$ cat src/rtl/intc_vec_pkg.sv
// Shared definitions for the vectored interrupt controller: register map, FSM states
// and the cause-code helper.
package intc_vec_pkg;

   localparam logic [1:0] REG_MASK      = 2'd0;
   localparam logic [1:0] REG_PENDING   = 2'd1;
   localparam logic [1:0] REG_INSERVICE = 2'd2;
   localparam logic [1:0] REG_SWTRIG    = 2'd3;

   localparam int IDX_W = 5;

   typedef enum logic [1:0] {
      ST_IDLE    = 2'd0,
      ST_REQ     = 2'd1,
      ST_SERVICE = 2'd2
   } intc_state_e;

   function automatic logic [31:0] cause_code(input logic [31:0] base,
                                              input logic [IDX_W-1:0] idx);
      return base + {27'b0, idx};
   endfunction

endpackage

$ cat src/rtl/intc_vec_if.sv
// Bundle of interrupt sources, CPU handshake and register port for intc_vec.
// master = CPU/system side, slave = controller side.
interface intc_vec_if #(
   parameter int NCH = 8
);
   logic [NCH-1:0] irq_src;
   logic           INTin;
   logic [31:0]    INTnum;
   logic           int_ack;
   logic           int_eoi;
   logic           reg_we;
   logic [1:0]     reg_addr;
   logic [31:0]    reg_wdata;
   logic [31:0]    reg_rdata;

   modport master (
      output irq_src, int_ack, int_eoi, reg_we, reg_addr, reg_wdata,
      input  INTin, INTnum, reg_rdata
   );

   modport slave (
      input  irq_src, int_ack, int_eoi, reg_we, reg_addr, reg_wdata,
      output INTin, INTnum, reg_rdata
   );
endinterface

$ cat src/rtl/intc_prio_enc.sv
// Fixed-priority encoder: lowest set index of the eligible vector wins.
module intc_prio_enc
   import intc_vec_pkg::*;
#(
   parameter int NCH = 8
) (
   input  logic [NCH-1:0]   elig,
   output logic             any,
   output logic [IDX_W-1:0] idx
);

   always_comb begin
      any = 1'b0;
      idx = '0;
      // scan downwards so the lowest set bit is the last one written
      for (int i = NCH - 1; i >= 0; i--) begin
         if (elig[i]) begin
            any = 1'b1;
            idx = IDX_W'(i);
         end
      end
   end

endmodule

$ cat src/rtl/intc_vec.sv
// Vectored interrupt controller: edge/level pending capture, mask, single-level
// request/ack/eoi sequencing toward the CPU, and the register file.
//
//   state      | meaning
//   -----------+------------------------------------------------------------
//   ST_IDLE    | no request outstanding; arbitrate eligible channels
//   ST_REQ     | INTin high, INTnum frozen on latched channel; wait for ack
//   ST_SERVICE | CPU servicing latched channel; wait for eoi
module intc_vec
   import intc_vec_pkg::*;
#(
   parameter int             NCH        = 8,
   parameter logic [31:0]    CAUSE_BASE = 32'h10,
   parameter logic [NCH-1:0] EDGE_MASK  = '1
) (
   input logic       clk,
   input logic       rst,
   intc_vec_if.slave bus
);

   intc_state_e      state_q, state_d;
   logic [NCH-1:0]   mask_q, mask_d;
   logic [NCH-1:0]   pend_q, pend_d;
   logic [NCH-1:0]   prev_q, prev_d;
   logic [IDX_W-1:0] idx_q, idx_d;
   logic             int_in_q, int_in_d;
   logic [31:0]      int_num_q, int_num_d;

   logic [NCH-1:0]   src;
   logic [NCH-1:0]   pend_vis;
   logic [NCH-1:0]   idx_onehot;
   logic [NCH-1:0]   insvc_vec;
   logic [NCH-1:0]   elig;
   logic [NCH-1:0]   rise;
   logic [NCH-1:0]   sw_set;
   logic [NCH-1:0]   w1c_clr;
   logic [NCH-1:0]   ack_clr;
   logic             wr_mask, wr_pend, wr_sw;
   logic             ack_take, eoi_take, latched_live;
   logic             enc_any;
   logic [IDX_W-1:0] enc_idx;
   logic [31:0]      rdata;

   assign src = bus.irq_src;

   assign wr_mask = bus.reg_we && (bus.reg_addr == REG_MASK);
   assign wr_pend = bus.reg_we && (bus.reg_addr == REG_PENDING);
   assign wr_sw   = bus.reg_we && (bus.reg_addr == REG_SWTRIG);

   assign ack_take = (state_q == ST_REQ) && bus.int_ack;
   // simultaneous ack+eoi is an ack, and an ack in SERVICE is ignored
   assign eoi_take = (state_q == ST_SERVICE) && bus.int_eoi && !bus.int_ack;

   always_comb begin
      idx_onehot = '0;
      idx_onehot = NCH'(1) << idx_q;
   end

   // level channels are transparent; edge channels come from the latch
   assign pend_vis     = (pend_q & EDGE_MASK) | (src & ~EDGE_MASK);
   assign insvc_vec    = (state_q == ST_SERVICE) ? idx_onehot : '0;
   assign elig         = pend_vis & mask_q & ~insvc_vec;
   assign latched_live = |(pend_vis & mask_q & idx_onehot);

   assign rise    = src & ~prev_q & EDGE_MASK;
   assign sw_set  = wr_sw   ? (bus.reg_wdata[NCH-1:0] & EDGE_MASK) : '0;
   assign w1c_clr = wr_pend ? bus.reg_wdata[NCH-1:0] : '0;
   assign ack_clr = ack_take ? idx_onehot : '0;

   intc_prio_enc #(.NCH(NCH)) u_prio_enc (
      .elig (elig),
      .any  (enc_any),
      .idx  (enc_idx)
   );

   always_comb begin
      prev_d = src;
      mask_d = wr_mask ? bus.reg_wdata[NCH-1:0] : mask_q;
      // set events are applied after clears so a coincident edge is never lost
      pend_d = ((pend_q & ~(w1c_clr | ack_clr)) | rise | sw_set) & EDGE_MASK;
   end

   always_comb begin
      state_d   = state_q;
      idx_d     = idx_q;
      int_in_d  = int_in_q;
      int_num_d = int_num_q;
      unique case (state_q)
         ST_IDLE: begin
            if (enc_any) begin
               state_d   = ST_REQ;
               idx_d     = enc_idx;
               int_in_d  = 1'b1;
               int_num_d = cause_code(CAUSE_BASE, enc_idx);
            end
         end
         ST_REQ: begin
            if (ack_take) begin
               state_d  = ST_SERVICE;
               int_in_d = 1'b0;
            end else if (!latched_live) begin
               state_d  = ST_IDLE;
               int_in_d = 1'b0;
            end
         end
         ST_SERVICE: begin
            if (eoi_take) begin
               state_d = ST_IDLE;
            end
         end
         default: begin
            state_d  = ST_IDLE;
            int_in_d = 1'b0;
         end
      endcase
   end

   always_ff @(posedge clk) begin
      if (rst) begin
         state_q   <= ST_IDLE;
         mask_q    <= '0;
         pend_q    <= '0;
         prev_q    <= '0;
         idx_q     <= '0;
         int_in_q  <= 1'b0;
         int_num_q <= '0;
      end else begin
         state_q   <= state_d;
         mask_q    <= mask_d;
         pend_q    <= pend_d;
         prev_q    <= prev_d;
         idx_q     <= idx_d;
         int_in_q  <= int_in_d;
         int_num_q <= int_num_d;
      end
   end

   always_comb begin
      rdata = '0;
      unique case (bus.reg_addr)
         REG_MASK:      rdata[NCH-1:0] = mask_q;
         REG_PENDING:   rdata[NCH-1:0] = pend_vis;
         REG_INSERVICE: begin
            if (state_q == ST_SERVICE) begin
               rdata[31]          = 1'b1;
               rdata[IDX_W-1:0]   = idx_q;
            end
         end
         default:       rdata = '0;
      endcase
   end

   assign bus.INTin     = int_in_q;
   assign bus.INTnum    = int_num_q;
   assign bus.reg_rdata = rdata;

endmodule
$ cat src/flat_wrapper.sv
// flat-port wrapper written by rule: the top's interface ports become plain ports
module intc_vec_flat import intc_vec_pkg::*;
#(
   parameter int             NCH        = 8,
   parameter logic [31:0]    CAUSE_BASE = 32'h10,
   parameter logic [NCH-1:0] EDGE_MASK  = '1
)
  (clk, rst, bus_irq_src, bus_int_ack, bus_int_eoi, bus_reg_we, bus_reg_addr, bus_reg_wdata, bus_INTin, bus_INTnum, bus_reg_rdata);
  intc_vec_if #(.NCH(NCH)) bus_i ();
  input logic clk;
  input logic rst;
  input wire logic [$bits(bus_i.irq_src)-1:0] bus_irq_src;
  input wire logic [$bits(bus_i.int_ack)-1:0] bus_int_ack;
  input wire logic [$bits(bus_i.int_eoi)-1:0] bus_int_eoi;
  input wire logic [$bits(bus_i.reg_we)-1:0] bus_reg_we;
  input wire logic [$bits(bus_i.reg_addr)-1:0] bus_reg_addr;
  input wire logic [$bits(bus_i.reg_wdata)-1:0] bus_reg_wdata;
  output wire logic [$bits(bus_i.INTin)-1:0] bus_INTin;
  output wire logic [$bits(bus_i.INTnum)-1:0] bus_INTnum;
  output wire logic [$bits(bus_i.reg_rdata)-1:0] bus_reg_rdata;
  assign bus_i.irq_src = bus_irq_src;
  assign bus_i.int_ack = bus_int_ack;
  assign bus_i.int_eoi = bus_int_eoi;
  assign bus_i.reg_we = bus_reg_we;
  assign bus_i.reg_addr = bus_reg_addr;
  assign bus_i.reg_wdata = bus_reg_wdata;
  assign bus_INTin = bus_i.INTin;
  assign bus_INTnum = bus_i.INTnum;
  assign bus_reg_rdata = bus_i.reg_rdata;
  intc_vec #(.NCH(NCH), .CAUSE_BASE(CAUSE_BASE), .EDGE_MASK(EDGE_MASK)) u_core (.clk(clk), .rst(rst), .bus(bus_i));
endmodule
$ cat config.mk
export PLATFORM = sky130hd
export DESIGN_NAME = intc_vec_flat
export DESIGN_NICKNAME = d
export VERILOG_FILES = /design/src/rtl/intc_vec_pkg.sv /design/src/rtl/intc_vec_if.sv /design/src/rtl/intc_prio_enc.sv /design/src/rtl/intc_vec.sv /design/src/flat_wrapper.sv
export SDC_FILE = /design/constraint.sdc
export NUM_CORES = 1
export LEC_CHECK = 0
export ABC_AREA = 1
export CAP_MARGIN = 20
export CORE_UTILIZATION = 35
export CTS_BUF_LIST = sky130_fd_sc_hd__clkbuf_8
export CTS_CLUSTER_DIAMETER = 100
export DETAILED_ROUTE_END_ITERATION = 7
export PLACE_DENSITY = 0.77
export SLEW_MARGIN = 20
export SYNTH_ARGS = -nofsm -noshare
export SYNTH_HDL_FRONTEND = slang
export SYNTH_SLANG_ARGS = --single-unit
$ cat constraint.sdc
create_clock -name clk -period 3.9 [get_ports clk]
set_input_delay 0.975 -clock clk [delete_from_list [all_inputs] [get_ports clk]]
set_output_delay 0.975 -clock clk [all_outputs]
set_load 0.005 [all_outputs]
==> results.json, run 1 <==
{
  "first_iter_violations": 66,
  "design_power_total_mw": 0.773,
  "worst_ir_drop_vdd_uv": 198,
  "drt.antenna.violating_nets": 0,
  "ys_types": 30,
  "critical_path_arrival_ns": 2.62,
  "yosys_register_bits": 31,
  "yosysTopAreaCellShare": 0.296,
  "design.core.area_mm2": 0.00564,
  "timing_hold_violations_final": 0,
  "final_cell_count_no_fill": 410,
  "post_cts.repair.setup_buffers": 0,
  "antennaDiodeCount": 0,
  "reg2reg_from": "u_core.idx_q[1]",
  "clock_transition_time_at_the_flip_flop_clock_pins_of_the_worst_setup_and_hold_paths_ns": 0.06,
  "timing.slew.headroom": 0.320,
  "synthesis.instances": 296,
  "cts_max_level": 2,
  "area_delta_synth_final_pct": 15.5,
  "post_cts_hold_buffer_count": 0,
  "clock_skew_ns": 0.00807,
  "synth_area_leaders": "sky130_fd_sc_hd__dfxtp_1, sky130_fd_sc_hd__buf_4, sky130_fd_sc_hd__nand2_1",
  "r2r_slack_ns": 2.11,
  "whs_ns": 0.462,
  "criticalPathCategory": "input pin to primary output",
  "grt_first_pass_wirelength_mm": 7.21,
  "final_nets": 384,
  "dp_worst_setup_slack_ns": 0.325,
  "required_ns": 2.92,
  "p_leak_nw": 1.14,
  "status": "complete, no violations",
  "critPathCaptureType": "primary output",
  "period_share": 0.921,
  "dr_total_vias": 1824,
  "die_width_um": 79.5,
  "rsz0062_at_grt": "false",
  "setup_violations": 0,
  "cts_num_sinks": 31,
  "place_inst": 402,
  "grt-ovfl-total": 0,
  "standard_cell_rows": 27,
  "worstPathMaxFanout": 8,
  "grt_max_degree": 24,
  "drtPass1Iterations": 4,
  "share_of_final_layout_standard_cells_stronger_than_drive_strength_1": 0.145,
  "netlist_area_mm2": 0.00210,
  "placement.io_buffers": 36,
  "placed_standard_cell_area_mm2": 0.00234,
  "final.setup.worst_slack_ns": 0.309,
  "dpl_wire_length_mm": 3.36,
  "ctsResizeCount": 0,
  "initial_utilization": 0.372,
  "root_buffer_selected_by_cts": "sky130_fd_sc_hd__clkbuf_8",
  "cts-buffers-inserted": 5,
  "via_count_of_the_first_global_routing_pass": 1588,
  "drt_total_wl_mm": 4.38,
  "path_type_of_the_worst_min_delay_path": "register to register",
  "synth_area_leader_cell": "sky130_fd_sc_hd__dfxtp_1",
  "gpl.final_weighted_congestion": 0.919,
  "ys_seq_area_frac": 0.296,
  "clk-insertion-delay-late_ns": 0.29,
  "synth_enable_flop_cells": 0,
  "fin_setup_tns_ns": 0,
  "async_reset_ff_frac": 0,
  "worst_r2r_endpoint": "u_core.idx_q[1]",
  "drc": 0,
  "startpoint": "bus_reg_addr[1]",
  "groute.usage.overall": 0.148,
  "clock_tree_from_tritoncts": "built",
  "timing.final.crit_period_ns": 3.59,
  "cp-start-kind": "input pin",
  "routedWlPerCell_um": 10.7,
  "timing_max_transition_violations_final": 0,
  "max_slew.worst_pin.slew_ns": 1.01,
  "cap_violations": 0,
  "layout_fillers": 583,
  "final_core_utilization": 0.430,
  "synth.most_common_cell": "sky130_fd_sc_hd__nand2_1",
  "power_density_mw_per_mm2": 319,
  "floorplan.die.height_um": 79.5,
  "cells_on_worst_reg2reg_path": 10,
  "clockBufferDepth": 2,
  "initial_antenna_violation_count": 0,
  "avgViaCountPerCell": 4.45,
  "syn_area_per_cell_um2": 7.09,
  "die-area_mm2": 0.00631,
  "ys.warnings.count": 0,
  "ys_top_cells_by_count": "sky130_fd_sc_hd__nand2_1, sky130_fd_sc_hd__buf_4, sky130_fd_sc_hd__nor2_1, sky130_fd_sc_hd__dfxtp_1, sky130_fd_sc_hd__inv_1",
  "floorplan.io_pins": 112,
  "final_design_area_no_fill_mm2": 0.00242,
  "synth_flop_cell": "sky130_fd_sc_hd__dfxtp_1",
  "max_freq_ghz": 0.278,
  "crit_end": "bus_reg_rdata[6]"
}
[worst min path at each step]
| stage | from | end | slack (ns) | depth (start not counted) |
|---|---|---|---|---|
| after floorplan | u_core.mask_q[6] | u_core.mask_q[6] | 0.44 | 2 |
| after global placement | u_core.bus.INTin | u_core.bus.INTin | 0.45 | 2 |
| after detailed placement | u_core.bus.INTin | u_core.bus.INTin | 0.46 | 2 |
| after CTS | u_core.bus.INTin | u_core.bus.INTin | 0.47 | 2 |
| after global routing | u_core.bus.INTin | u_core.bus.INTin | 0.50 | 2 |
| final | u_core.bus.INTin | u_core.bus.INTin | 0.46 | 2 |
[cell usage in the layout (no fill, tap or decap), drive strengths merged]
| cell type | n |
|---|---|
| clkinv | 4 |
| clkbuf | 5 |
| o21ai | 12 |
| a221oi | 1 |
| conb | 51 |
| clkdlybuf4s50 | 36 |
| o211ai | 6 |
| nand4 | 3 |
| or2 | 10 |
| nand3 | 14 |
| nand3b | 1 |
| o21bai | 5 |
| nor3 | 5 |
| dfxtp | 31 |
| nand2 | 68 |
| a22o | 4 |
| nor2 | 38 |
| a31oi | 9 |
| a21oi | 5 |
| buf | 4 |
| inv | 26 |
[cell type report]
type / count / area (um2) / share of cell area
clock inverters: 3 / 12.5 / 0.00516
multi-input cells: 232 / 1140 / 0.469
clock buffers: 5 / 68.8 / 0.0284
inverters: 27 / 105 / 0.0433
flip-flops and latches: 31 / 621 / 0.256
repair buffers: 40 / 390 / 0.161
well taps: 72 / 90.1 / 0.0372
[where the power goes]
group          switching, mW  total (mW)  internal, mW
registers             0.0292       0.370         0.341
logic                 0.0875       0.164        0.0768
clock network          0.120       0.239         0.120
[per-layer routing]
metal | GRT usage | up-vias | share of wire
li1 | - | 932 | -
met1 | 0.170 | 819 | 0.44
met2 | 0.258 | 67 | 0.49
met5 | 0 | - | 0
met4 | 0.0655 | 0 | 0.015
met3 | 0.0343 | 6 | 0.057
[flip-flops by register name (all words and copies together), names as in the netlist]
signal and count:
u_core.mask_q 8, u_core.pend_q 8, u_core.prev_q 8, u_core.bus.INTnum 2
u_core.idx_q 2, u_core.state_q 2, u_core.bus.INTin 1
[logic make-up after synthesis]
kind of cell	share of synthesized area
DFF	0.296
buffers and inverters	0.252
and+or+nand+nor	0.314
AOI/OAI and AO/OA	0.136
other	0.00179
[critical path, stage by stage]
cell and delay (ns):
sky130_fd_sc_hd__clkdlybuf4s50_1 0.48, sky130_fd_sc_hd__nor2_2 0.33, sky130_fd_sc_hd__inv_1 0.10, sky130_fd_sc_hd__o21ai_0 0.20, sky130_fd_sc_hd__clkdlybuf4s50_1 0.54
Note: power is estimated with default switching activity, not from simulation.
==> inputs of run 2 (changes only) <==
- DONT_BUFFER_PORTS: not set -> 1
- PLACE_DENSITY: 0.77 -> 0.53
==> run 2 against run 1 <==
Compared with the run above: sequential power about the same; global-route usage grew 0.31 points; fmax grew 29%; combinational power fell by 31%; die area unchanged; clock power down 3%; sequential share of layout area grew 5.0 points; clock skew down 0.0044 ns; largest power group unchanged.
==> results.json, run 2 (synthesized netlist as in run 1, its figures left out) <==
{
  "grt_first_pass_wirelength_mm": 7.23,
  "final.setup.worst_slack_ns": 1.11,
  "routedWlPerCell_um": 12.2,
  "criticalPathCategory": "input pin to primary output",
  "required_ns": 2.92,
  "die_width_um": 79.5,
  "p_leak_nw": 0.973,
  "design.core.area_mm2": 0.00564,
  "root_buffer_selected_by_cts": "sky130_fd_sc_hd__clkbuf_8",
  "globalRouteMet3Util": 0.0629,
  "power_density_mw_per_mm2": 352,
  "dp_worst_setup_slack_ns": 1.11,
  "cts-buffers-inserted": 5,
  "path_type_of_the_worst_min_delay_path": "register to register",
  "startpoint": "bus_reg_addr[1]",
  "area_delta_synth_final_pct": -3.28,
  "worstPathCellList": "inv_1, nor3_1, nand2_1, nand3_1",
  "dr_total_vias": 1679,
  "antennaDiodeCount": 0,
  "grt_max_degree": 24,
  "max_slew.worst_pin.slew_ns": 1.08,
  "layout_fillers": 632,
  "critical_path.top_delay_family": "simple AND/OR/NAND/NOR gates",
  "largest_registers": "u_core.mask_q (8), u_core.pend_q (8), u_core.prev_q (8)",
  "clock_transition_time_at_the_flip_flop_clock_pins_of_the_worst_setup_and_hold_paths_ns": 0.06,
  "layout.cells.most_common": "sky130_fd_sc_hd__nand2_1",
  "top_usage_layer": "met2",
  "timing_hold_violations_final": 0,
  "die-area_mm2": 0.00631,
  "clk-insertion-delay-late_ns": 0.28,
  "r2r_slack_ns": 2.05,
  "first_iter_violations": 73,
  "period_share": 0.715,
  "cts_num_sinks": 31,
  "setup_violations": 0,
  "floorplan.io_pins": 112,
  "avgViaCountPerCell": 4.56,
  "drt_total_wl_mm": 4.51,
  "grtUsageMet1": 0.189,
  "status": "complete, no violations",
  "grt-ovfl-total": 0,
  "clock_tree_from_tritoncts": "built",
  "place_inst": 362,
  "timing.slew.headroom": 0.271,
  "via_count_of_the_first_global_routing_pass": 1483,
  "critPathCaptureType": "primary output",
  "final_cell_mix": "sky130_fd_sc_hd__nand2_1, sky130_fd_sc_hd__conb_1, sky130_fd_sc_hd__nor2_1, sky130_fd_sc_hd__dfxtp_1, sky130_fd_sc_hd__inv_1",
  "gpl.final_weighted_congestion": 0.858,
  "worstPathMaxFanout": 4,
  "post_cts.repair.setup_buffers": 0,
  "ctsResizeCount": 0,
  "reg2reg_from": "u_core.idx_q[1]",
  "critPathMaxStageDelay_ns": 0.55,
  "critical-path-slowest-cell": "sky130_fd_sc_hd__nor3_1",
  "timing.final.crit_period_ns": 2.79,
  "grt_use_met2": 0.232,
  "final_cell_count_no_fill": 368,
  "min_from": "u_core.bus.INTin",
  "initial_utilization": 0.372,
  "groute.usage.overall": 0.151,
  "final_design_area_no_fill_mm2": 0.00203,
  "drc": 0,
  "rsz0062_at_grt": "false",
  "drtPass1Iterations": 4,
  "drt.antenna.violating_nets": 0,
  "post_cts_hold_buffer_count": 0,
  "final_nets": 344,
  "standard_cell_rows": 27,
  "cap_violations": 0,
  "dpl_wire_length_mm": 3.47,
  "fin_setup_tns_ns": 0,
  "cp_num_buf_inv": 1,
  "cp-start-kind": "input pin",
  "max_freq_ghz": 0.358,
  "initial_antenna_violation_count": 0,
  "placement.io_buffers": 0,
  "timing_max_transition_violations_final": 0,
  "cts_max_level": 2,
  "clock_skew_ns": 0.00371,
  "share_of_final_layout_standard_cells_stronger_than_drive_strength_1": 0.152,
  "floorplan.die.height_um": 79.5,
  "clockBufferDepth": 2,
  "placed_standard_cell_area_mm2": 0.00195,
  "worst_ir_drop_vdd_uv": 204,
  "critical_path_arrival_ns": 1.81
}
run 2: cell count changes in the layout (fill, tap and decap cells not counted):
cell and delta:
sky130_fd_sc_hd__buf_4 -4, sky130_fd_sc_hd__clkdlybuf4s50_1 -36, sky130_fd_sc_hd__clkinv_2 -1, sky130_fd_sc_hd__inv_1 -1
sky130_fd_sc_hd__nor3_1 -1, sky130_fd_sc_hd__nor3_2 +1
run 2: through the flow:
step / power (mW) / hold slack, ns / utilization
2_1_floorplan: 0.513 / 0.439 / -
3_3_place_gp: 0.490 / 0.457 / 0.346
3_5_place_dp: 0.491 / 0.466 / 0.346
4_1_cts: 0.721 / 0.474 / 0.359
5_1_grt: 0.756 / 0.505 / 0.360
6_report: 0.715 / 0.476 / 0.360
run 2: worst min-delay path: stages, from the launching register on:
cell and delay [ns]:
sky130_fd_sc_hd__dfxtp_1 0.32, sky130_fd_sc_hd__nand2_1 0.06, sky130_fd_sc_hd__a21oi_1 0.05
run 2: metal layers:
metal | vias up | wire length, um
met3 | 4 | 381
met2 | 64 | 2000
li1 | 848 | -
met4 | 0 | 48
met5 | - | 0
met1 | 763 | 2080
run 2: cell type report:
cell class / count / area [um2] / area share
multi-input cells: 232 / 1140 / 0.563
clock buffers: 5 / 68.8 / 0.0339
flip-flops and latches: 31 / 621 / 0.306
clock inverters: 1 / 3.75 / 0.00185
inverters: 27 / 105 / 0.0518
well taps: 72 / 90.1 / 0.0444
run 2: final timing paths:
| kind | end | cells past startpoint |
|---|---|---|
| hold reg to reg | u_core.bus.INTin | 2 |
| setup reg to reg | u_core.idx_q[1] | 10 |
| hold / removal | u_core.bus.INTin | 2 |
| setup / recovery | bus_reg_rdata[0] | 4 |
run 2: report_power, final:
part	leakage [nW]	total, mW	internal [mW]	switching (mW)
Clock	0.0413	0.231	0.116	0.115
Sequential	0.256	0.371	0.341	0.0303
Combinational	0.676	0.113	0.0391	0.0741
==> RTL change (settings of run 1) <==
Encoding of `intc_state_e`: now one-hot (3 bits for 3 states).
--- a/src/rtl/intc_vec_pkg.sv
+++ b/src/rtl/intc_vec_pkg.sv
@@ -9,10 +9,10 @@
 
    localparam int IDX_W = 5;
 
-   typedef enum logic [1:0] {
-      ST_IDLE    = 2'd0,
-      ST_REQ     = 2'd1,
-      ST_SERVICE = 2'd2
+   typedef enum logic [2:0] {
+      ST_IDLE    = 3'b001,
+      ST_REQ     = 3'b010,
+      ST_SERVICE = 3'b100
    } intc_state_e;
 
    function automatic logic [31:0] cause_code(input logic [31:0] base,
Function: same outputs for any inputs over 4 cycles, from zero or initial values and one cycle with rst high; so few cycles prove little.
==> RTL change against run 1 <==
  * Power is 4.8% higher
  * Synthesized cell count is 3.4% higher
  * Setup slack worse by 0.0069 ns
  * Wire length is 2.6% higher
  * Cell area is 0.21% lower
  * Critical endpoint is now bus_reg_rdata[2]
  * Maximum frequency is 0.19% lower
  * Synthesized area is 0.77% lower
  * Count of clock-buffer cells in the layout is 1 higher
  * Die area is 0.75% lower
  * Combinational power is 4% higher
  * Sequential cell count is 1 higher
==> RTL change: results (changes against run 1) <==
Status:
- Result of the run: finished, final reports clean (unchanged).

Global route:
- The via count of the first global-routing pass is 1,704 (was 1,588).
- The first-pass GRT wire length is 7570 um (was 7210 um).
- The maximum number of pins on one net before global-route repair is 22 (was 24).
- The aggregate global-route resource usage came to 15.3% (was 14.8%).

Placed design:
- The number of placed instances with taps included came to 411 (was 402).
- The final weighted congestion in routability-driven placement came to 0.917 (was 0.919).
- The HPWL reported at the end of detailed placement is 3500 um (was 3360 um).

Finish:
- The number of fill cells in the layout is 609 (was 583).
- The post-layout instance count excluding filler cells is 419 (was 410).
- The share of post-route cells with drive strength above 1 is 11.2% (was 14.5%).
- The final layout net count is 393 (was 384).

Timing:
- The worst clock skew came to 0.00855 ns (was 0.00807 ns).
- The pin slew with the least headroom to its limit came to 0.650 ns (was 1.01 ns).

Drt:
- The number of detailed-route iterations in the first pass was 4 (unchanged).
- The count of vias placed by the detailed router is 1,852 (was 1,824).
- The post-route met1 wirelength is 1920 um (was 1930 um).
- The routed length per placed instance is 10.7 um (about the same).
- The total length of routed met3 wires is 245 um (was 248 um).
- The sum of met2 wire segment lengths after detailed routing was 2250 um (was 2130 um).

Clocking:
- The CTS root buffer is sky130_fd_sc_hd__clkbuf_8 (unchanged).
- The clock-pin slew on the worst setup and hold paths was 0.06 ns (about the same).
- The clock latency at the later pin of the worst-skew pair came to 0.29 ns (about the same).

Synth:
- The sequential fraction of the synthesis area is 30.8% (was 29.6%).
- The post-synthesis compound-gate area fraction is 14.5% (was 13.6%).
- The number of distinct library cells after synthesis is 28 (was 30).
- Main area contributors after synthesis: sky130_fd_sc_hd__dfxtp_1, sky130_fd_sc_hd__buf_4, sky130_fd_sc_hd__nand2_1 (unchanged).
- The average size of a mapped cell came to 6.81 sq um (was 7.09 sq um).

Worst setup path:
- The logic depth of the worst register-to-register path came to 7 (was 10).
- The maximum fanout count along the critical path is 5 (was 8).

Pwr:
- The maximum vdd ir drop is 0.182 mV (was 0.198 mV).
[RTL change: cell types whose count changed after synthesis, sizes merged, moves of 2 or more]
cell / before / now
nand2: 68 / 73
o211ai: 6 / 4
nand4: 3 / 0
o21ai: 12 / 16
clkinv: 3 / 1
nor2: 38 / 46
or2: 10 / 8
[RTL change: final timing paths]
check / start / to / slack [ns]
worst min-delay path: u_core.bus.INTnum[4]$_SDFFE_PP0P_ / u_core.bus.INTnum[4]$_SDFFE_PP0P_ / 0.47
worst min register to register: u_core.bus.INTnum[4]$_SDFFE_PP0P_ / u_core.bus.INTnum[4]$_SDFFE_PP0P_ / 0.47
worst max-delay path: bus_reg_addr[1] / bus_reg_rdata[2] / 0.30
worst max register to register: u_core.state_q[1]$_SDFFE_PP0P_ / u_core.pend_q[2]$_SDFF_PP0_ / 2.24
[RTL change: cells by family after synthesis]
| logic type | after synthesis |
|---|---|
| DFF | 32 |
| and+or+nand+nor | 145 |
| other | 1 |
| buffers and inverters | 82 |
| AOI/OAI and AO/OA | 46 |
[RTL change: metrics by stage]
stage	area (sq um)	setup WS [ns]
3_5_place_dp	2330	0.331
6_report	2420	0.302
3_3_place_gp	2330	0.338
4_1_cts	2420	0.323
2_1_floorplan	2270	1.40
5_1_grt	2420	0.231
[RTL change: layer usage]
| layer | vias up | GRT usage [%] |
|---|---|---|
| met3 | 7 | 3.33 |
| li1 | 954 | - |
| met2 | 67 | 26.6 |
| met1 | 824 | 17.9 |
| met4 | 0 | 7.09 |
| met5 | - | 0 |
[RTL change: where the power goes]
group          internal (mW)  switching, mW
registers              0.353         0.0230
logic                 0.0785         0.0918
clock network          0.141          0.123
[RTL change: area by class of cell]
type / count / area share [%]
Clock inverter: 2 / 0.414
Tap cell: 72 / 3.72
Timing Repair Buffer: 39 / 15.8
Sequential cell: 32 / 26.5
Clock buffer: 6 / 3.41
Multi-Input combinational cell: 242 / 46.1
Inverter: 26 / 4.08
[RTL change: critical path, delay by kind of cell]
family / cells / cell delay [ns]
compound gates: 1 / 0.11
buf+inv: 2 / 1.05
simple gates: 3 / 0.48
